### src/rtl/hamming_decoder_pipe_pkg.sv
// hamming_decoder_pipe_pkg
// Shared constants and helpers for the 17-bit Hamming codeword decoder.
// Codeword bit positions run 1..17. Parity bits sit at the power-of-two
// positions and the 12 data bits fill the remaining positions in ascending
// order (data[0] at position 3 ... data[11] at position 17).
// Optional build macro used by the top: HAMMING_DEC_STATS_EN.
package hamming_decoder_pipe_pkg;

  localparam int CODE_W  = 17;
  localparam int DATA_W  = 12;
  localparam int SYN_W   = 5;
  localparam int NUM_PAR = 5;

  localparam int PARITY_POS [NUM_PAR] = '{1, 2, 4, 8, 16};

  // True when a codeword position holds a parity bit rather than data.
  function automatic logic isParityPos(input int pos);
    isParityPos = 1'b0;
    for (int k = 0; k < NUM_PAR; k++) begin
      if (PARITY_POS[k] == pos) isParityPos = 1'b1;
    end
  endfunction

  // Maps a data index (0..DATA_W-1) to its codeword position (1..CODE_W).
  // Walks the codeword skipping parity slots, so data[0] lands on 3.
  function automatic int dataPos(input int idx);
    int cnt;
    dataPos = 0;
    cnt     = 0;
    for (int p = 1; p <= CODE_W; p++) begin
      if (!isParityPos(p)) begin
        if (cnt == idx) dataPos = p;
        cnt++;
      end
    end
  endfunction

endpackage

### src/rtl/hamming_decoder_pipe_syndrome.sv
// hamming_syndrome
// Purely combinational syndrome generator for a 17-bit Hamming codeword.
// Syndrome bit k is the XOR of every codeword position whose index has
// bit k set, so the syndrome equals the XOR of the indices of all set bits.
// A zero syndrome means the word is consistent; otherwise it names the
// position of a single flipped bit (or something beyond the word).
// Ports:
//   i_code     [CODE_W:1]  codeword, bit p is position p
//   o_syndrome [SYN_W-1:0] computed syndrome
module hamming_syndrome
  import hamming_decoder_pipe_pkg::*;
(
  input  logic [CODE_W:1]  i_code,
  output logic [SYN_W-1:0] o_syndrome
);

  // Fold each set position index into the running XOR.
  always_comb begin
    o_syndrome = '0;
    for (int p = 1; p <= CODE_W; p++) begin
      if (i_code[p]) o_syndrome = o_syndrome ^ p[SYN_W-1:0];
    end
  end

endmodule

### src/rtl/hamming_decoder_pipe.sv
// hamming_decoder_pipe
// Two-stage valid/ready Hamming decoder for 17-bit codewords carrying 12
// data bits. Stage 1 registers the codeword with its syndrome; stage 2
// corrects a single-bit error, extracts the data and presents it with flags.
// Syndromes 18..31 cannot name a codeword bit and are reported as
// uncorrectable with the data extracted raw. Double errors that alias onto
// a valid position are miscorrected; that is the intended behaviour.
// Optional build macro: HAMMING_DEC_STATS_EN adds saturating counters of
// corrected and uncorrectable words delivered to the sink; without it the
// counter ports are tied to zero.
// Ports:
//   clk, rst_n          clock, synchronous active-low reset
//   in_valid/in_ready   upstream handshake, in_code [17:1] codeword
//   out_valid/out_ready downstream handshake
//   out_data            corrected 12-bit data
//   out_syndrome        raw 5-bit syndrome
//   out_corrected       single error corrected (syndrome 1..17)
//   out_uncorrectable   syndrome 18..31
//   corr_count          corrected words delivered (stats build)
//   uncorr_count        uncorrectable words delivered (stats build)
module hamming_decoder_pipe
  import hamming_decoder_pipe_pkg::*;
#(
  parameter int CNT_W = 16
) (
  input  logic              clk,
  input  logic              rst_n,
  input  logic              in_valid,
  output logic              in_ready,
  input  logic [CODE_W:1]   in_code,
  output logic              out_valid,
  input  logic              out_ready,
  output logic [DATA_W-1:0] out_data,
  output logic [SYN_W-1:0]  out_syndrome,
  output logic              out_corrected,
  output logic              out_uncorrectable,
  output logic [CNT_W-1:0]  corr_count,
  output logic [CNT_W-1:0]  uncorr_count
);

  logic [SYN_W-1:0]  w_syndrome;
  logic              w_s2Advance;
  logic [CODE_W:1]   w_fixedCode;
  logic [DATA_W-1:0] w_data;
  logic              w_corr;
  logic              w_uncorr;

  logic              r_s1Valid;
  logic [CODE_W:1]   r_s1Code;
  logic [SYN_W-1:0]  r_s1Syndrome;

  logic              r_outValid;
  logic [DATA_W-1:0] r_outData;
  logic [SYN_W-1:0]  r_outSyndrome;
  logic              r_outCorrected;
  logic              r_outUncorrectable;

  hamming_syndrome u_syndrome (
    .i_code     (in_code),
    .o_syndrome (w_syndrome)
  );

  // Stage 2 can take a new word when it is empty or its word leaves now.
  // Stage 1 can accept when it is empty or it hands off to stage 2, which
  // gives a combinational out_ready -> in_ready path but none from in_valid.
  assign w_s2Advance = !r_outValid || out_ready;
  assign in_ready    = !r_s1Valid || w_s2Advance;

  // Stage 1: capture codeword and syndrome on every accepted word; when it
  // hands off without a new arrival it simply empties.
  always_ff @(posedge clk) begin
    if (!rst_n) begin
      r_s1Valid    <= 1'b0;
      r_s1Code     <= '0;
      r_s1Syndrome <= '0;
    end else if (in_ready) begin
      r_s1Valid <= in_valid;
      if (in_valid) begin
        r_s1Code     <= in_code;
        r_s1Syndrome <= w_syndrome;
      end
    end
  end

  // Correction: a syndrome inside the codeword names the bit to flip, even
  // when it is a parity position (data then comes out unchanged).
  always_comb begin
    w_corr      = (r_s1Syndrome != '0) && (r_s1Syndrome <= SYN_W'(CODE_W));
    w_uncorr    = r_s1Syndrome > SYN_W'(CODE_W);
    w_fixedCode = r_s1Code;
    for (int p = 1; p <= CODE_W; p++) begin
      if (w_corr && (r_s1Syndrome == p[SYN_W-1:0])) w_fixedCode[p] = ~r_s1Code[p];
    end
    w_data = '0;
    for (int i = 0; i < DATA_W; i++) begin
      w_data[i] = w_fixedCode[dataPos(i)];
    end
  end

  // Stage 2: result registers only load on a real handoff, so payload and
  // flags hold while stalled and keep their last value after out_valid drops.
  always_ff @(posedge clk) begin
    if (!rst_n) begin
      r_outValid         <= 1'b0;
      r_outData          <= '0;
      r_outSyndrome      <= '0;
      r_outCorrected     <= 1'b0;
      r_outUncorrectable <= 1'b0;
    end else if (w_s2Advance) begin
      r_outValid <= r_s1Valid;
      if (r_s1Valid) begin
        r_outData          <= w_data;
        r_outSyndrome      <= r_s1Syndrome;
        r_outCorrected     <= w_corr;
        r_outUncorrectable <= w_uncorr;
      end
    end
  end

  assign out_valid         = r_outValid;
  assign out_data          = r_outData;
  assign out_syndrome      = r_outSyndrome;
  assign out_corrected     = r_outCorrected;
  assign out_uncorrectable = r_outUncorrectable;

`ifdef HAMMING_DEC_STATS_EN
  logic [CNT_W-1:0] r_corrCount;
  logic [CNT_W-1:0] r_uncorrCount;

  // Count words as the sink takes them; each counter sticks at all-ones.
  always_ff @(posedge clk) begin
    if (!rst_n) begin
      r_corrCount   <= '0;
      r_uncorrCount <= '0;
    end else if (r_outValid && out_ready) begin
      if (r_outCorrected && (r_corrCount != '1))
        r_corrCount <= r_corrCount + CNT_W'(1);
      if (r_outUncorrectable && (r_uncorrCount != '1))
        r_uncorrCount <= r_uncorrCount + CNT_W'(1);
    end
  end

  assign corr_count   = r_corrCount;
  assign uncorr_count = r_uncorrCount;
`else
  assign corr_count   = '0;
  assign uncorr_count = '0;
`endif

endmodule

### config.mk
export PLATFORM = sky130hd
export DESIGN_NAME = hamming_decoder_pipe
export DESIGN_NICKNAME = d
export VERILOG_FILES = /design/src/rtl/hamming_decoder_pipe_pkg.sv /design/src/rtl/hamming_decoder_pipe_syndrome.sv /design/src/rtl/hamming_decoder_pipe.sv
export SDC_FILE = /design/constraint.sdc
export NUM_CORES = 1
export LEC_CHECK = 0
export BUFFER_PORTS_ARGS = -buffer_cell sky130_fd_sc_hd__clkbuf_2
export CAP_MARGIN = 20
export CORE_MARGIN = 2
export CORE_UTILIZATION = 49
export CTS_CLUSTER_SIZE = 24
export DETAILED_ROUTE_END_ITERATION = 12
export HOLD_SLACK_MARGIN = 0.05
export PLACE_DENSITY_LB_ADDON = 0.1
export SLEW_MARGIN = 10
export SYNTH_ARGS = -nofsm -noshare
export SYNTH_HDL_FRONTEND = slang
export SYNTH_SLANG_ARGS = --single-unit
### constraint.sdc
create_clock -name clk -period 2.35 [get_ports clk]
set_clock_uncertainty 0.2 [all_clocks]
set_input_delay 0.47 -clock clk [delete_from_list [all_inputs] [get_ports clk]]
set_output_delay 0.47 -clock clk [all_outputs]
set_load 0.01 [all_outputs]
## Word level (Yosys, flattened, before mapping)

Index checks and enable logic that the tools add are counted.

- Register bits after elaboration: 43
- Input bits: 21
- Word-level logic and storage cells: 99

- Magnitude comparators: 2
- Equality and inequality tests: 12
- Multiplexer cells: 29
- Bitwise gates (word level): 28
- Reduce and logical (&&, ||, !) cells: 20

Operator list:

| kind | count |
|---|---|
| 5-bit by 4-bit == test with 1-bit output (second input constant) | 7 |
| 4-bit two-way mux | 8 |
| 5-bit by 3-bit == test with 1-bit output (second input constant) | 3 |
| 2-bit inverter | 7 |
| 1-bit logical AND | 13 |
| 1-bit two-way mux | 13 |
| 3-bit two-way mux | 4 |
| 1-bit inverter | 12 |
| 3-bit inverter | 4 |
| 5-bit two-way mux | 2 |
| 5-bit by 2-bit == test with 1-bit output (second input constant) | 1 |
| 5-bit == test (second input constant) | 1 |
| 5-bit > comparator (second input constant) | 1 |
| 5-bit less-or-equal comparator (second input constant) | 1 |
| 5-bit nonzero test | 1 |
| 2-bit two-way mux | 2 |
| 1-bit inverter (first input constant) | 4 |
| 4-bit inverter | 1 |
| 2-bit AND reduction | 2 |
| 1-bit zero test | 2 |
| 1-bit logical OR | 2 |

## Longest topological paths before layout

Gate-level depths: netlist of the first run.

- Depth in word-level cells: 29
- Gate-level depth with buffers: 6
- Mapped depth without buffers: 4

## Cells and area by module

From an unflattened synthesis of the first run, not the netlist that was laid out.

- Cells, all modules: 246
- Area, all modules: 2194.6 µm²

By module, submodules not included:

| module | instances | cells an instance | area each (µm²) | seq. area each (µm²) |
|---|---|---|---|---|
| hamming_decoder_pipe | 1 | 226 | 1959.4 | 760.7 |
| hamming_syndrome | 1 | 20 | 235.2 | 0.0 |

## Worst setup path before layout of the first run

OpenSTA, ideal clock, no wires.

- Kind: input to register
- From: in in_code[3] (netlist bit)
- To: reg r_s1Syndrome[0]
- Arrival time: 1575 ps
- Required time: 2092 ps
- Slack: 518 ps
- Cell stages on the path: 4
- Buffers on the path: 0
- Cell sequence: xor3_1 > or4b_1 > mux2i_1 > a31o_2

- Word-level cells in the longest chain between the ends: 22

RTL lines:

| element | line | RTL |
|---|---|---|
| start: declaration | hamming_decoder_pipe.sv:30 | `input logic [CODE_W:1] in_code,` |
| 2-bit two-way mux * | hamming_decoder_pipe_syndrome.sv:21 | `if (i_code[p]) o_syndrome = o_syndrome ^ p[SYN_W-1:0];` |
| 3-bit two-way mux * | hamming_decoder_pipe_syndrome.sv:21 |  |
| 2-bit inverter (no line) | n/a |  |
| 3-bit two-way mux * (2 in series) | hamming_decoder_pipe_syndrome.sv:21 |  |
| 3-bit inverter (no line) | n/a |  |
| 3-bit two-way mux * | hamming_decoder_pipe_syndrome.sv:21 |  |
| 4-bit two-way mux * | hamming_decoder_pipe_syndrome.sv:21 |  |
| 2-bit inverter (no line) | n/a |  |
| (+3 left out) | n/a |  |
| 4-bit two-way mux * (2 in series) | hamming_decoder_pipe_syndrome.sv:21 |  |
| 3-bit inverter (no line) | n/a |  |
| 4-bit two-way mux * (2 in series) | hamming_decoder_pipe_syndrome.sv:21 |  |
| 4-bit inverter (no line) | n/a |  |
| 4-bit two-way mux * | hamming_decoder_pipe_syndrome.sv:21 |  |
| 5-bit two-way mux * | hamming_decoder_pipe_syndrome.sv:21 |  |
| 2-bit inverter (no line) | n/a |  |
| 5-bit two-way mux * | hamming_decoder_pipe_syndrome.sv:21 |  |
| end signal: assignment | hamming_decoder_pipe.sv:80 | `r_s1Syndrome <= w_syndrome;` |
| end: declaration | hamming_decoder_pipe.sv:50 | `logic [SYN_W-1:0] r_s1Syndrome;` |

Every way passes the cells marked *; elsewhere a longest branch is shown, timed or not.
A chain may end at the register's enable or synchronous reset.

## Worst setup path after layout of the first run

- From: in in_code[3] (netlist bit)
- To: reg r_s1Syndrome[1]

- Word-level cells in the longest chain between the ends: 21

RTL lines:

| element | line |
|---|---|
| 2-bit two-way mux * | hamming_decoder_pipe_syndrome.sv:21 |
| 3-bit two-way mux * (2 in series) | hamming_decoder_pipe_syndrome.sv:21 |
| 2-bit inverter (no line) | n/a |
| 3-bit two-way mux * | hamming_decoder_pipe_syndrome.sv:21 |
| 3-bit inverter (no line) | n/a |
| 3-bit two-way mux * | hamming_decoder_pipe_syndrome.sv:21 |
| 4-bit two-way mux * (2 in series) | hamming_decoder_pipe_syndrome.sv:21 |
| 2-bit inverter (no line) | n/a |
| 4-bit two-way mux * | hamming_decoder_pipe_syndrome.sv:21 |
| 3-bit inverter (no line) | n/a |
| 4-bit two-way mux * (3 in series) | hamming_decoder_pipe_syndrome.sv:21 |
| 3-bit inverter (no line) | n/a |
| 4-bit two-way mux * | hamming_decoder_pipe_syndrome.sv:21 |
| 4-bit inverter (no line) | n/a |
| 4-bit two-way mux * | hamming_decoder_pipe_syndrome.sv:21 |
| 5-bit two-way mux * (2 in series) | hamming_decoder_pipe_syndrome.sv:21 |

Marked as above.

==> reports/qor.yml, run 1 <==
rsz0062_at_grt: "no"
status: "complete, no violations"
whs_path_depth: 3
initial_core_util: 0.509
power_frac_comb: 0.186
synth-seq-area-share: 0.377
rrSetupSlack_ns: 0.70
fin_util: 0.562
cts-htree-levels: 2
endpoint_kind: "flop"
synth-edff-count: 0
netlist_area_um2: 2020
syn-instance-count: 239
p_switching_uw: 422
dieArea_um2: 4650
r2r-end: "out_data[1]"
netlist.top_cell.by_area: "dfxtp_1"
setup_violations: 0
cts-resized-gates: 0
cp.required_ns: 2.39
drv_cap: 0
r2r_cells: 4
cp-startpoint: "in_code[3]"
yosysUniqueCellTypes: 29
ant_nets: 0
cts_buffer_depth: 2
drive_above_1_share: 0.192
io_pins: 74
cp_slowest_cell: "or4b_1"
total_power_mw: 1.56
die_y_um: 68.2
p_seq_frac: 0.472
arrival_ns: 1.73
synth_top_area_frac: 0.377
fin_tns_setup_ns: 0
port_buffers: 41
worst-path-buf-inv: 1
antenna_found_initial: 0
tritoncts: "yes"
antenna_cells: 0
num_vias: 1522
nets: 296
cp.depth: 5
grt_start_max_net_pins: 37
track_usage: 0.176
die_x_um: 68.2
cts_root_buf: "clkbuf_8"
post_drt_wl_per_cell_um: 10.8
vias_per_cell: 4.67
areaGrowthSynthToFinish_pct: 10.5
row_count: 23
hold_violations: 0
crit_path_end: "r_s1Syndrome[1]"
synth_common_cells: "nand2_1, dfxtp_1, buf_4, a21oi_1, nor2_1"
ir_worst_vdd_mv: 0.257
ff_latch_area_um2: 761
hold_path_class: "input pin to flop"
cts_setup_buffers: 0
intPower_mw: 1.14
max_stage_delay_ns: 0.50
drt_iter0_markers: 44
drc: 0
first_pass_iters: 4
cts.sinks: 38
synth-async-reset-ratio: 0
gp_congestion: 0.723
multi_input_area_um2: 1060
core_um2: 3970
synth_area_per_cell_um2: 8.45
grt_pass1_vias: 1361
path_class: "input pin to flop"
max_freq_ghz: 0.589
period_minus_slack_ns: 1.70
dp_hpwl_um: 2680
synth_area_leaders: "dfxtp_1, buf_4, nand2_1, xnor2_1, a211oi_1"
fin_crit_sh: 0.722
insertion_delay_ns: 0.29
powerDensity_nw_per_um2: 701
drv_slew: 0
fill_cells: 394
yosys_register_bits: 38
pwr-share-clk: 0.341
overflow: 0
yosysWarnings: 0
grt_pass1_wl_um: 6040
synth-main-ff-cell: "dfxtp_1"
wirelength_um: 3530
path_delay_family: "simple AND/OR/NAND/NOR gates"
power_leakage_nw: 0.978
path_cells: "clkbuf_2, xor3_1, or4b_1, mux2i_1, a31o_2"
path_max_fanout: 2
crit_path_start_kind: "input pin"
cts_buffers: 5
synth.most_common_cell: "nand2_1"
switching_share: 0.270
r2r-start: "r_s1Syndrome[0]"
cts_hold_buf: 0
clk_pin_slew_ns: 0.07
metal layers:
| layer | vias up | track usage | part of all wire |
|---|---|---|---|
| met2 | 51 | 0.278 | 0.43 |
| li1 | 803 | - | - |
| met4 | 0 | 0.0750 | 0.018 |
| met5 | - | 0 | 0 |
| met3 | 5 | 0.0543 | 0.064 |
| met1 | 663 | 0.222 | 0.48 |
metrics by stage:
step                hold slack (ns)  cell area [µm²]  setup WS [ns]  std cells
CTS                           0.224             2230          0.635        326
global placement              0.245             2130          0.367        318
floorplan                     0.248             2140          0.518        270
detailed placement            0.245             2130          0.363        318
global route                  0.247             2230          0.497        326
finish                        0.230             2230          0.653        326
power groups by stage:
stage	Sequential [mW]	Combinational, mW	Clock (mW)
finish	0.739	0.292	0.534
global route	0.749	0.332	0.570
CTS	0.739	0.294	0.548
detailed placement	0.755	0.293	0
global placement	0.753	0.291	0
floorplan	0.737	0.272	0
logic make-up after synthesis:
logic type	share of synthesized area
mux	0.00991
xor+xnor	0.160
compound gates	0.123
buf+inv	0.154
other cells	0.00186
simple gates	0.173
flops	0.377
area by class of cell:
class,instances,area share
clock inverters,1,0.0135
well taps,50,0.0280
repair buffers,44,0.102
flip-flops and latches,38,0.341
multi-input cells,183,0.476
inverters,3,0.00504
clock buffers,7,0.0342
tightest hold or removal path, stage by stage:
cell and delay, ns:
clkbuf_2 0.09, nand2_1 0.06, a21oi_1 0.05
state kept, by name (all words and copies together) (netlist names):
name               count
r_s1Code              12
out_uncorrectable      1
out_corrected          1
out_valid              1
r_s1Syndrome           5
out_syndrome           5
r_s1Valid              1
out_data              12
cells in the final DEF (no fill, tap or decap), types with 2 or more instances in the layout:
cell type,n
xnor2_1,15
nand3_1,4
xor2_1,9
xnor3_1,4
a211oi_1,15
dfxtp_1,38
a31o_2,2
nor3_1,2
buf_4,3
and2_1,2
conb_1,32
nor2b_1,4
clkbuf_2,41
nand2_1,43
inv_1,2
clkbuf_8,5
a21oi_1,22
nand3b_1,2
nand4_1,2
mux2i_1,2
clkbuf_1,2
nor2_1,17
worst min-delay path by stage:
stage,from,to
after floorplan,r_s1Valid,out_valid
after global placement,out_syndrome[3],out_syndrome[3]
after detailed placement,out_syndrome[3],out_syndrome[3]
after CTS,in_code[3],r_s1Code[3]
after global routing,in_code[12],r_s1Code[12]
final,in_code[3],r_s1Code[3]
No activity file was read; power rests on OpenSTA's default activity.
==> run 2, diff against run 1 <==
clock period = 1.7 ns   (was 2.35 ns; I/O delays follow)
==> run 2 against run 1 <==
Via count increased by 2.6%. Final cell count increased by 4.6%. Global-route usage increased by 0.45 points. Wire length increased by 7.6%. Utilization increased by 3.6 points. Non-clock buffer count increased by 15. Register-to-register slack got worse by 0.56 ns. First-iteration DRC count decreased by 48%. Combinational power increased by 59%.
==> reports/qor.yml, run 2 (same netlist as run 1, synthesis figures left out) <==
status: "complete, no violations"
core_um2: 3970  # unchanged
endpoint_kind: "flop"
track_usage: 0.181  # +0.00448
port_buffers: 41  # unchanged
crit_path_start_kind: "input pin"
final_design_area_no_fill_um2: 2370  # +6.3%
fin_util: 0.598  # +0.0356
setup_violations: 0  # unchanged
hold_violations: 0  # unchanged
grt_start_max_net_pins: 37  # unchanged
dp_hpwl_um: 2910  # +8.5%
cp-startpoint: "in_code[3]"
path_class: "input pin to flop"
drive_above_1_share: 0.244  # +0.0520
cts-htree-levels: 2  # unchanged
post_drt_wl_per_cell_um: 11.1  # +2.8%
cts_buffer_depth: 2  # unchanged
grt_pass1_wl_um: 6150  # +1.9%
overflow: 0  # unchanged
vias_per_cell: 4.58  # -1.9%
fin_crit_sh: 0.928
cts_root_buf: "clkbuf_8"
instances_no_fill: 341  # +4.6%
pre_cts_ws_ns: -0.178  # -0.541 ns
ir_worst_vdd_mv: 0.457  # +78%
io_pins: 74  # unchanged
fin_tns_setup_ns: 0  # unchanged
max_freq_ghz: 0.634
final_common_cell: "nand2_1"
drc: 0  # unchanged
dp.cells: 332  # +4.4%
cts.sinks: 38  # unchanged
row_count: 23  # unchanged
cp.required_ns: 1.74  # -0.65 ns
hold_slack_ns: 0.0996  # -0.131 ns
drt_iter0_markers: 23  # -48%
antenna_cells: 0  # unchanged
num_vias: 1562  # +2.6%
period_minus_slack_ns: 1.58
placed_cell_area_um2: 2260  # +6.1%
power_leakage_nw: 1.06  # +8.8%
powerDensity_nw_per_um2: 938  # +34%
nets: 311  # +5.1%
gp_congestion: 0.730  # +0.90%
wirelength_um: 3800  # +7.6%
tritoncts: "yes"
first_pass_iters: 4  # unchanged
initial_core_util: 0.509  # unchanged
drv_cap: 0  # unchanged
r2r-start: "r_s1Syndrome[3]"
arrival_ns: 1.62  # -0.11 ns
drv_slew: 0  # unchanged
antenna_found_initial: 0  # unchanged
die_y_um: 68.2  # unchanged
timing.final.ws_setup_ns: 0.122  # -0.531 ns
areaGrowthSynthToFinish_pct: 17.5
clk_pin_slew_ns: 0.08  # about the same
dieArea_um2: 4650  # unchanged
insertion_delay_ns: 0.29  # about the same
cts_buffers: 5  # unchanged
hold_path_class: "input pin to flop"
rsz0062_at_grt: "no"
die_x_um: 68.2  # unchanged
grt_pass1_vias: 1339  # -1.6%
path_max_fanout: 2  # unchanged
worstHoldStart: "in_code[5]"
ant_nets: 0  # unchanged
total_power_mw: 2.23  # +42%
final_cell_mix: "nand2_1, clkbuf_2, dfxtp_1"
-- run 2: worst max-delay path, stage by stage --
cell	delay, ns
clkbuf_2	0.09
xor3_1	0.41
or4b_1	0.50
mux2i_1	0.17
a31o_2	0.12
-- run 2: final cells by class --
cell class                      count  area, µm²
Fill cell                         390       1600
Inverter                            3       11.3
Clock inverter                      3       40.0
Clock buffer                        5       68.8
Sequential cell                    38        762
Timing Repair Buffer               59        365
Multi-Input combinational cell    183       1060
Tap cell                           50       62.6
-- run 2: routing by layer --
metal | vias up | share of wire | global-route usage
met5 | - | 0 | 0
li1 | 831 | - | -
met2 | 51 | 0.44 | 0.277
met4 | 0 | 0.017 | 0.0750
met3 | 6 | 0.070 | 0.0461
met1 | 674 | 0.47 | 0.241
-- run 2: worst paths after layout --
check / cells past startpoint / to / slack [ns]
worst max-delay path: 5 / r_s1Syndrome[0] / 0.12
worst min-delay path: 3 / r_s1Code[5] / 0.1
worst max register to register: 4 / out_data[6] / 0.14
worst min register to register: 2 / out_syndrome[3] / 0.25
-- run 2: power by group --
| group | switching, mW | internal [mW] |
|---|---|---|
| Sequential | 0.0604 | 0.955 |
| Combinational | 0.237 | 0.226 |
| Clock | 0.316 | 0.432 |
-- run 2: what timing repair did --
| action | 4_1_cts | 5_1_grt |
|---|---|---|
| buffers inserted | 0 | 1 |
| setup endpoints to repair | 0 | 2 |
| resized for setup | 0 | 1 |
| hold buffers | 0 | 0 |
==> run 3, diff against run 2 <==
CORE_UTILIZATION = 45   (was 49)
==> run 3 against run 2 <==
Clock-buffer cell count is 2 higher. Via count is 1.2% higher. Critical path depth stayed put. Global-route usage is 1.8 points lower. First-iteration DRC count grew to 2.7 times the previous value. Sequential power hardly changed. Combinational power hardly changed. Utilization is 5.3 points lower. Non-clock buffer count is 2 lower. Final cell count stayed put. Wire length is 1.2% higher.
==> reports/qor.yml, run 3 (same netlist as run 1, synthesis figures left out) <==
powerDensity_nw_per_um2: 897  # -4.4%
cp.required_ns: 1.74  # about the same
clk_pin_slew_ns: 0.07  # about the same
drc: 0  # unchanged
intPower_mw: 1.51  # -6.5%
port_buffers: 41  # unchanged
dieArea_um2: 5040  # +8.4%
drv_cap: 0  # unchanged
switching_share: 0.286  # +0.0106
grt_pass1_wl_um: 6440  # +4.7%
arrival_ns: 1.63  # about the same
cts-htree-levels: 2  # unchanged
final_design_area_no_fill_um2: 2350  # -0.79%
ir_worst_vdd_mv: 0.346  # -24%
core_um2: 4320  # +8.9%
post_drt_wl_per_cell_um: 11.3  # +1.2%
fin_crit_sh: 0.934  # +0.00577
areaGrowthSynthToFinish_pct: 16.6
gp_congestion: 0.719  # -1.5%
dp_hpwl_um: 2910  # about the same
grt_pass1_vias: 1406  # +5.0%
power_leakage_nw: 1.05  # -1.4%
antenna_found_initial: 0  # unchanged
hold_path_class: "input pin to flop"
grt_start_max_net_pins: 37  # unchanged
drt_iter0_markers: 63  # +170%
track_usage: 0.163  # -0.0179
drv_slew: 0  # unchanged
initial_core_util: 0.467  # -0.0415
p_seq_frac: 0.481  # +0.025
power_frac_comb: 0.219  # +0.011
setup_violations: 0  # unchanged
path_class: "input pin to flop"
crit_path_start_kind: "input pin"
die_y_um: 71.0  # +4.1%
vias_per_cell: 4.64  # +1.2%
cts_buffers: 5  # unchanged
wirelength_um: 3840  # +1.2%
insertion_delay_ns: 0.29  # about the same
period_minus_slack_ns: 1.59  # +0.00980 ns
status: "complete, no violations"
final_cell_mix: "nand2_1, clkbuf_2, dfxtp_1"
max_freq_ghz: 0.630  # -0.62%
cts-resized-gates: 0  # unchanged
drive_above_1_share: 0.232  # -0.0122
cts_root_buf: "clkbuf_8"
path_max_fanout: 2  # unchanged
final_common_cell: "nand2_1"
die_x_um: 71.0  # +4.1%
p_switching_uw: 605  # -1.5%
tritoncts: "yes"
endpoint_kind: "flop"
cts_buffer_depth: 2  # unchanged
nets: 309  # -0.64%
overflow: 0  # unchanged
row_count: 24  # +4.3%
pwr-share-clk: 0.301  # -0.035
hold_slack_ns: 0.103  # +0.00342 ns
placed_cell_area_um2: 2260  # unchanged
rsz0062_at_grt: "no"
cts.sinks: 38  # unchanged
antenna_cells: 0  # unchanged
hold_violations: 0  # unchanged
io_pins: 74  # unchanged
ant_nets: 0  # unchanged
first_pass_iters: 4  # unchanged
num_vias: 1581  # +1.2%
run 3: critical path, cell delays in order:
cell and delay [ns]:
clkbuf_2 0.09, xor3_1 0.41, or4b_1 0.50, mux2i_1 0.17
a31o_2 0.12
run 3: per-layer routing:
metal	wire length [µm]	GRT usage
met5	0	0
met4	53	0.0818
met3	238	0.0356
met2	1690	0.261
met1	1860	0.207
run 3: power groups by stage:
| stage | clock (mW) | combinational (mW) | sequential (mW) |
|---|---|---|---|
| 2_1_floorplan | 0 | 0.376 | 1.02 |
| 3_3_place_gp | 0 | 0.460 | 1.03 |
| 3_5_place_dp | 0 | 0.465 | 1.03 |
| 4_1_cts | 0.647 | 0.467 | 1.01 |
| 5_1_grt | 0.680 | 0.516 | 1.03 |
| 6_report | 0.635 | 0.462 | 1.01 |
run 3: final cells by class:
| cell class | count | area, µm² |
|---|---|---|
| inverter | 3 | 11.3 |
| sequential | 38 | 761 |
| clock inverter | 1 | 5.00 |
| tap | 52 | 65.1 |
| clock buffer | 7 | 86.3 |
| multi-input combinational | 183 | 1060 |
| timing repair buffer | 57 | 363 |
| fill | 431 | 1970 |
run 3: worst paths after layout:
path,startpoint,to,slack [ns],cells after the start
hold reg to reg,out_syndrome[2],out_syndrome[2],0.25,2
setup / recovery,in_code[3],r_s1Syndrome[0],0.11,5
hold / removal,in_code[3],r_s1Code[3],0.10,3
setup reg to reg,r_s1Syndrome[3],out_data[5],0.12,4
run 3: per-stage QoR:
| stage | setup TNS [ns] | worst slack (ns) | instances | power [mW] | utilization |
|---|---|---|---|---|---|
| after floorplan | -0.00411 | -0.00206 | 270 | 1.39 | - |
| after global placement | -0.343 | -0.150 | 332 | 1.49 | 0.522 |
| after detailed placement | -0.459 | -0.180 | 332 | 1.50 | 0.522 |
| after CTS | 0 | 0.0293 | 340 | 2.13 | 0.543 |
| after global routing | 0 | 0.0401 | 341 | 2.22 | 0.545 |
| final | 0 | 0.112 | 341 | 2.11 | 0.545 |
run 3: repair_timing:
| action | 4_1_cts | 5_1_grt |
|---|---|---|
| hold buffers | 0 | 0 |
| setup buffers | 0 | 1 |
| setup endpoints to repair | 0 | 1 |
